--- config.mk ---
export PLATFORM = sky130hd
export DESIGN_NAME = crp_collector
export DESIGN_NICKNAME = d
export VERILOG_FILES = /design/src/rtl/puf_bist_pkg.sv /design/src/rtl/crp_vote_acc.sv /design/src/rtl/crp_collector.sv
export SDC_FILE = /design/constraint.sdc
export NUM_CORES = 1
export LEC_CHECK = 0
export ABC_CLOCK_PERIOD_IN_PS = 2000
export BUFFER_PORTS_ARGS = -buffer_cell sky130_fd_sc_hd__buf_2
export CAP_MARGIN = 5
export CORE_AREA = 10 10 119 121
export DETAILED_ROUTE_END_ITERATION = 10
export DIE_AREA = 0 0 129 131
export GPL_TIMING_DRIVEN = 0
export PLACE_DENSITY = 0.66
export SYNTH_ARGS = -nofsm -noshare
export SYNTH_HDL_FRONTEND = slang
export SYNTH_SLANG_ARGS = --single-unit
export TNS_END_PERCENT = 30
--- constraint.sdc ---
create_clock -name clk -period 2 [get_ports clk]
set_input_delay 0.1 -clock clk [delete_from_list [all_inputs] [get_ports clk]]
set_output_delay 0.1 -clock clk [all_outputs]
set_load 0.02 [all_outputs]
--- src/rtl/puf_bist_pkg.sv ---
// Shared definitions for the PUF BIST challenge/response collector:
// parameter defaults and the collector FSM state encoding.
package puf_bist_pkg;

  localparam int DEF_N_CB    = 64;
  localparam int DEF_N_RNG   = 4;
  localparam int DEF_N_EVAL  = 5;
  localparam int DEF_SETTLE  = 4;
  localparam int DEF_TIMEOUT = 32;

  typedef enum logic [2:0] {
    ST_REFRESH,
    ST_LATCH,
    ST_SETTLE,
    ST_LAUNCH,
    ST_WAIT,
    ST_OUTPUT
  } state_t;

endpackage

--- src/rtl/crp_vote_acc.sv ---
// Accumulates PUF evaluation bits for one challenge and derives the
// majority-vote response and the stability flag.
module crp_vote_acc
  import puf_bist_pkg::*;
#(
  parameter int N_EVAL = DEF_N_EVAL,
  localparam int CW = $clog2(N_EVAL + 1)
) (
  input  logic          clk,
  input  logic          rst,
  input  logic          clear,
  input  logic          sample_en,
  input  logic          sample_bit,
  input  logic          timed_out,
  output logic [CW-1:0] ones,
  output logic          last,
  output logic          response,
  output logic          stable
);

  localparam logic [CW-1:0] MAX_EVAL  = CW'(N_EVAL);
  localparam logic [CW-1:0] LAST_EVAL = CW'(N_EVAL - 1);
  localparam logic [CW-1:0] HALF      = CW'(N_EVAL / 2);

  logic [CW-1:0] evals;

  // Saturate at N_EVAL so a stray enable can never wrap the counters.
  always_ff @(posedge clk) begin
    if (rst || clear) begin
      evals <= '0;
      ones  <= '0;
    end else if (sample_en && evals != MAX_EVAL) begin
      evals <= evals + CW'(1);
      ones  <= ones + CW'(sample_bit);
    end
  end

  assign last     = (evals == LAST_EVAL);
  assign response = (ones > HALF);
  assign stable   = ((ones == '0) || (ones == MAX_EVAL)) && !timed_out;

endmodule

--- src/rtl/crp_collector.sv ---
// Collects one CRP record: refreshes the challenge, latches it onto the PUF,
// runs N_EVAL settle/launch/wait evaluations and presents a voted record.
module crp_collector
  import puf_bist_pkg::*;
#(
  parameter int N_CB    = DEF_N_CB,
  parameter int N_RNG   = DEF_N_RNG,
  parameter int N_EVAL  = DEF_N_EVAL,
  parameter int SETTLE  = DEF_SETTLE,
  parameter int TIMEOUT = DEF_TIMEOUT,
  localparam int OW = $clog2(N_EVAL + 1)
) (
  input  logic            clk,
  input  logic            rst,
  input  logic [N_CB-1:0] c_in,
  output logic [N_CB-1:0] puf_c,
  output logic            puf_start,
  input  logic            puf_done,
  input  logic            puf_r,
  output logic            crp_valid,
  input  logic            crp_ready,
  output logic [N_CB-1:0] crp_challenge,
  output logic            crp_response,
  output logic [OW-1:0]   crp_ones,
  output logic            crp_stable,
  output logic            crp_timeout
);

  localparam int REF_CYC = N_CB / N_RNG;
  localparam int RW = $clog2(REF_CYC + 1);
  localparam int SW = $clog2(SETTLE + 1);
  localparam int TW = $clog2(TIMEOUT + 1);

  localparam logic [RW-1:0] REF_LAST = RW'(REF_CYC - 1);
  localparam logic [SW-1:0] SET_LAST = SW'(SETTLE - 1);
  localparam logic [TW-1:0] TO_LAST  = TW'(TIMEOUT - 1);

  state_t        state;
  logic [RW-1:0] ref_cnt;
  logic [SW-1:0] set_cnt;
  logic [TW-1:0] to_cnt;
  logic          to_flag;

  logic          eval_end;
  logic          vote_last;
  logic          vote_resp;
  logic          vote_stable;
  logic [OW-1:0] vote_ones;

  // An evaluation ends on puf_done or on the last allowed WAIT cycle;
  // puf_done on that same cycle still supplies a real sample.
  assign eval_end = (state == ST_WAIT) && (puf_done || (to_cnt == TO_LAST));

  crp_vote_acc #(.N_EVAL(N_EVAL)) u_vote (
    .clk        (clk),
    .rst        (rst),
    .clear      (state == ST_LATCH),
    .sample_en  (eval_end),
    .sample_bit (puf_done & puf_r),
    .timed_out  (to_flag),
    .ones       (vote_ones),
    .last       (vote_last),
    .response   (vote_resp),
    .stable     (vote_stable)
  );

  always_ff @(posedge clk) begin
    if (rst) begin
      state     <= ST_REFRESH;
      ref_cnt   <= '0;
      set_cnt   <= '0;
      to_cnt    <= '0;
      to_flag   <= 1'b0;
      puf_c     <= '0;
      puf_start <= 1'b0;
      crp_valid <= 1'b0;
    end else begin
      puf_start <= 1'b0;
      case (state)
        ST_REFRESH: begin
          if (ref_cnt == REF_LAST) begin
            ref_cnt <= '0;
            state   <= ST_LATCH;
          end else begin
            ref_cnt <= ref_cnt + RW'(1);
          end
        end
        ST_LATCH: begin
          puf_c   <= c_in;
          to_flag <= 1'b0;
          set_cnt <= '0;
          state   <= ST_SETTLE;
        end
        ST_SETTLE: begin
          if (set_cnt == SET_LAST) begin
            set_cnt   <= '0;
            puf_start <= 1'b1;
            state     <= ST_LAUNCH;
          end else begin
            set_cnt <= set_cnt + SW'(1);
          end
        end
        ST_LAUNCH: begin
          to_cnt <= '0;
          state  <= ST_WAIT;
        end
        ST_WAIT: begin
          if (eval_end) begin
            if (!puf_done) to_flag <= 1'b1;
            set_cnt <= '0;
            if (vote_last) begin
              crp_valid <= 1'b1;
              state     <= ST_OUTPUT;
            end else begin
              state <= ST_SETTLE;
            end
          end else begin
            to_cnt <= to_cnt + TW'(1);
          end
        end
        ST_OUTPUT: begin
          if (crp_ready) begin
            crp_valid <= 1'b0;
            ref_cnt   <= '0;
            state     <= ST_REFRESH;
          end
        end
        default: state <= ST_REFRESH;
      endcase
    end
  end

  // Record fields come from registers frozen during OUTPUT; they read as
  // zero whenever no record is on offer.
  assign crp_challenge = crp_valid ? puf_c : '0;
  assign crp_ones      = crp_valid ? vote_ones : '0;
  assign crp_response  = crp_valid & vote_resp;
  assign crp_stable    = crp_valid & vote_stable;
  assign crp_timeout   = crp_valid & to_flag;

endmodule

After elaboration in Yosys (flattened, before gate mapping)
Cells that the tools add are included.

Register bits: 90. Input port bits: 69. Output and inout bits: 136. Word-level logic and storage cells: 84.

Add/sub/neg operators: 5. $lt $le $gt $ge: 1. Equality and inequality tests: 18. Mux-type cells: 24. Bitwise operators: 5. Reduce and logical (&&, ||, !) cells: 21.

Operators with widths (count): 64-bit two-way mux (1); 3-bit two-way mux (8); 3-bit case mux with 6 select lines (1); 3-bit == test (second input constant) (4); 6-bit case mux with 2 select lines (1); 5-bit two-way mux (2); 2-bit inequality test (second input constant) (5); 5-bit case mux with 2 select lines (1); 3-bit by 2-bit == test with 1-bit output (second input constant) (3); 3-bit case mux with 3 select lines (1); 4-bit AND reduction (2); 2-bit nonzero test (4); 3-bit by 1-bit adder with 3-bit output (second input constant) (2); 6-bit by 1-bit adder with 6-bit output (second input constant) (1); 6-bit by 5-bit == test with 1-bit output (second input constant) (1); 3-bit zero test (2); 1-bit two-way mux (6); 6-bit two-way mux (1); 2-bit AND reduction (3); 5-bit by 1-bit adder with 5-bit output (second input constant) (1); 5-bit by 4-bit == test with 1-bit output (second input constant) (1); 1-bit bitwise AND (4); 2-bit by 1-bit inequality test with 1-bit output (second input constant) (2); 1-bit case mux with 2 select lines (2); other kinds (11) (15).

Logic depth before layout (Yosys ltp)
Depth in word-level cells: 5. Gate-level depth with buffers: 6. Depth with buffers taken out: 6.

Cells and area by module
A second synthesis with hierarchy kept.

Cells, all modules: 521. Area, all modules: 4126.5 sq um.

Modules (own cells, without submodules): crp_collector (instances 1, cells each 485, area each 3769.9 sq um, sequential area each 1681.6 sq um); crp_vote_acc (instances 1, cells each 36, area each 356.6 sq um, sequential area each 120.1 sq um).

Worst setup path after synthesis
OpenSTA, ideal clock, no wires.

Path type: reg-to-reg. Start point: register state[2]. End point: register to_cnt[5]. Data arrival time: 1.731 ns. Required time: 1.905 ns. Slack: 0.174 ns. Stages on the path, launching flop included: 6. Path buffers: 1. Period minus slack after synthesis: 1.826 ns. Cells stage by stage: dfxtp_1 or3b_1 buf_2 a211o_1 or4_1 o311ai_1.

Word-level cells in the longest chain between the ends: 4. Elaborated cells on any way between the ends: 7. Those cells by class: eq/ne (3); mux (1); reduce/logical (3).

RTL lines: from (decl) (line crp_collector.sv:38) `state_t state;`; from (signal assigned) (line crp_collector.sv:69) `state <= ST_REFRESH;`; from (signal assigned) (line crp_collector.sv:83) `state <= ST_LATCH;`; from (signal assigned) (line crp_collector.sv:92) `state <= ST_SETTLE;`; 3-bit == test (line crp_collector.sv:52, crp_collector.sv:79); 1-bit logical AND (line crp_collector.sv:52) `assign eval_end = (state == ST_WAIT) && (puf_done || (to_cnt == TO_LAST));`; 2-bit inequality test (no line); 2-bit AND reduction (no line); to (signal assigned) (line crp_collector.sv:118) `to_cnt <= to_cnt + TW'(1);`; to (decl) (line crp_collector.sv:41) `logic [TW-1:0] to_cnt;`.

Parallel ways exist; a longest one is shown, timed or not. A chain may end at the register's enable or synchronous reset.

Final worst setup path
Ends and elaborated chain as after synthesis.

==> results.md <==
- Pre-Repair DR Iteration Count: 5
- Reg2Reg Setup Slack: 40 ps
- CP Launch Type: register
- WL final: 14,510 microns
- Status: complete, no violations
- Post-synth ARST share: 0%
- CP arrival: 2200 ps
- Routed len/inst: 15.79 microns
- Vias: 4,500
- Initial core utilization: 34.25%
- Initial antenna violation count: 1
- Mapped Nets: 600
- Buf/Inv on CP: 1
- Clk_lat worst skew: 340 ps
- Internal power: 2.817 mW
- Static Leak: 2.754 nW
- Fin crit share: 98.24%
- Distinct cells, synth: 44
- Layout cells sized above 1: 30.61%
- Die footprint: 16,900 sq um
- WHS Path Cells: 3
- Stages on worst setup path: 5
- Switching share of power: 21.94%
- Routed Antenna Nets: 0
- Mapped Area: 4045 sq um
- CTS HTree Levels: 3
- Most common cell in the netlist: nand2_1
- CTS Sinks: 90
- Fmax: 509.0 MHz
- Crit path kind: register to register
- Root buf cell: clkbuf_16
- Reg2Reg Depth: 5
- Row cnt: 40
- Setup Fix Bufs, Post-CTS: 0
- Die height: 131 microns
- Least-Margin Pin Slew: 577.9 ps
- Mean Syn Cell Area: 7.734 sq um
- Sequential share of the synthesized area: 44.54%
- Worst Hold End: puf_c[31]
- Crit path max-delay family: simple AND/OR/NAND/NOR gates
- Number of flops mapped to enable cells by yosys: 0
- Largest net degree at the start of global routing: 16
- Min Hold Slack: 3.051 ps
- RSZ-0062 raised after global routing: true
- FF-to-FF Start: state[2]
- Remaining global-route overflow: 0
- Synth top area share: 44.54%
- Power Total: 3.609 mW
- Syn Inst Count: 523
- CTS tree: done
- Vias per inst: 4.897
- Worst path slowest cell: or4_1
- DIE WIDTH: 129 microns
- Sequential power share: 49.9%
- I/O Buffers: 204
- Reg2Reg Capture Point: to_cnt[5]
- #FFs+latches synth: 90
- CP Launch Point: state[2]
- First-pass GRT wire length: 21,960 microns
- Clk pwr share: 45.3%
- HPWL after detailed placement: 11,310 microns
- 1st-iter DRT viols: 235
- Worst EP required: 2230 ps
- Worst Hold Launch: c_in[31]
- Crit Path Max Fanout: 9
- Fin util: 49.61%
- Power share of the combinational group: 4.8%
- Peak supply drop: 0.4442 mV
- Ranking of synthesized cells by area: dfxtp_1 (45%), nand2_1 (13%), and2_1 (11%)
- # IOs: 205
- Vias in the first global route: 4,389
- Largest area contributor in the netlist: dfxtp_1
- Reg clk slew, reported paths: 70 ps
- Gp weighted congestion: 0.8676
- CORE AREA: 11,810 sq um
- GRT Util Overall: 15.83%
- CTS Buf Count: 9
- Final slew viol count: 0
- Synth Flop Type: dfxtp_1
- Area growth syn-to-layout: 44.85%
- Clock skew: 10.23 ps
- Worst path cell trace: or3b_1, buf_2, a211o_4, or4_1, o311ai_1
- Switch Pwr: 792.0 uW
- MaxCap Viol Count: 0
- Synth top cells by count: nand2_1 (139), dfxtp_1 (90), a21oi_1 (76)
- Worst setup EP type: register
- Warnings, synthesis: 0
- Period minus WS final: 1965 ps
- Remaining routing DRC violations: 0
- Power per standard cell area: 616.0 nW/um^2
- Relative slew slack: 61.47%
- Final count of hold timing violations: 0
- Setup violators final: 0
- Fin nets: 843
- Largest stage delay on the critical path: 470 ps
- HP Class: input port to register
- Clk buf depth: 2
## worst min-delay path, cell delays in order
cell and delay (ps):
buf_2 100, nand2_1 50, a21oi_1 50
## logic make-up after synthesis
group                    Yosys count  synth area share (%)
multiplexers                       4                 1.052
AO/OA/AOI/OAI                    114                 15.87
buffers and inverters             42                 3.990
AND/OR/NAND/NOR                  264                 31.86
XOR/XNOR                           1                0.2166
flip-flops                        90                 44.54
adder cells (fa/ha/maj)            8                 2.475
## registers in the layout, summed over array words and instances (netlist names)
signal / cells
ref_cnt: 5
to_cnt: 6
u_vote.evals: 3
u_vote.ones: 3
set_cnt: 3
puf_start: 1
to_flag: 1
puf_c: 64
crp_valid: 1
state: 3
## area by class of cell
class | count | area (sq um)
clock buffers | 12 | 256.5
well taps | 147 | 183.9
diodes | 1 | 2.502
repair buffers | 232 | 1301
fillers | 1129 | 5952
flip-flops and latches | 90 | 1803
clock inverters | 4 | 33.78
plain buffers | 35 | 141.4
inverters | 7 | 26.28
multi-input cells | 391 | 2111
## how the worst max path moves through the flow
stage	endpoint	slack, ps
floorplan	to_cnt[5]	170
global placement	puf_c[50]	-260
detailed placement	puf_c[51]	-350
CTS	u_vote.evals[0]	-5
global route	set_cnt[1]	-90
finish	to_cnt[5]	40
## power groups by stage
stage / Combinational, mW / Clock, mW / Sequential [mW]
detailed placement: 0.129 / 0 / 1.84
CTS: 0.174 / 1.67 / 1.80
global route: 0.193 / 1.74 / 1.80
finish: 0.174 / 1.63 / 1.80
global placement: 0.129 / 0 / 1.84
floorplan: 0.0435 / 0 / 1.84
## through the flow
stage / worst slack [ps] / area [sq um] / std cells / TNS (ps)
global placement: -256.5 / 5250 / 874 / -6615
CTS: -5.435 / 5846 / 918 / -5.435
global route: -87.95 / 5857 / 918 / -116.9
floorplan: 173.7 / 4045 / 523 / 0
detailed placement: -352.3 / 5250 / 874 / -8885
finish: 35.23 / 5859 / 919 / 0
## layout by cell type (no fill, tap or decap), drive strengths merged, types with 9 or more instances in the layout
cell,n
o21ai,12
and2,69
inv,9
dfxtp,90
a21oi,76
dlygate4sd3,28
clkbuf,42
nand2,139
buf,209
nand3,14
## metal layers
| metal | up-vias | wire length [microns] | part of all wire (%) | GRT usage, % |
|---|---|---|---|---|
| met5 | - | 0 | 0 | 0 |
| met4 | 0 | 96 | 0.66 | 3.746 |
| met3 | 8 | 1248 | 8.6 | 4.956 |
| met2 | 175 | 7288 | 50 | 28.94 |
| met1 | 2072 | 5877 | 41 | 17.49 |
| li1 | 2245 | - | - | - |
## what timing repair did
| action | 4_1_cts | 5_1_grt |
|---|---|---|
| setup endpoints to repair | 50 | 27 |
| hold buffers | 28 | 0 |
| gates resized for setup | 7 | 4 |
| hold endpoints to repair | 28 | 0 |
(Power assumes the default switching activity.)
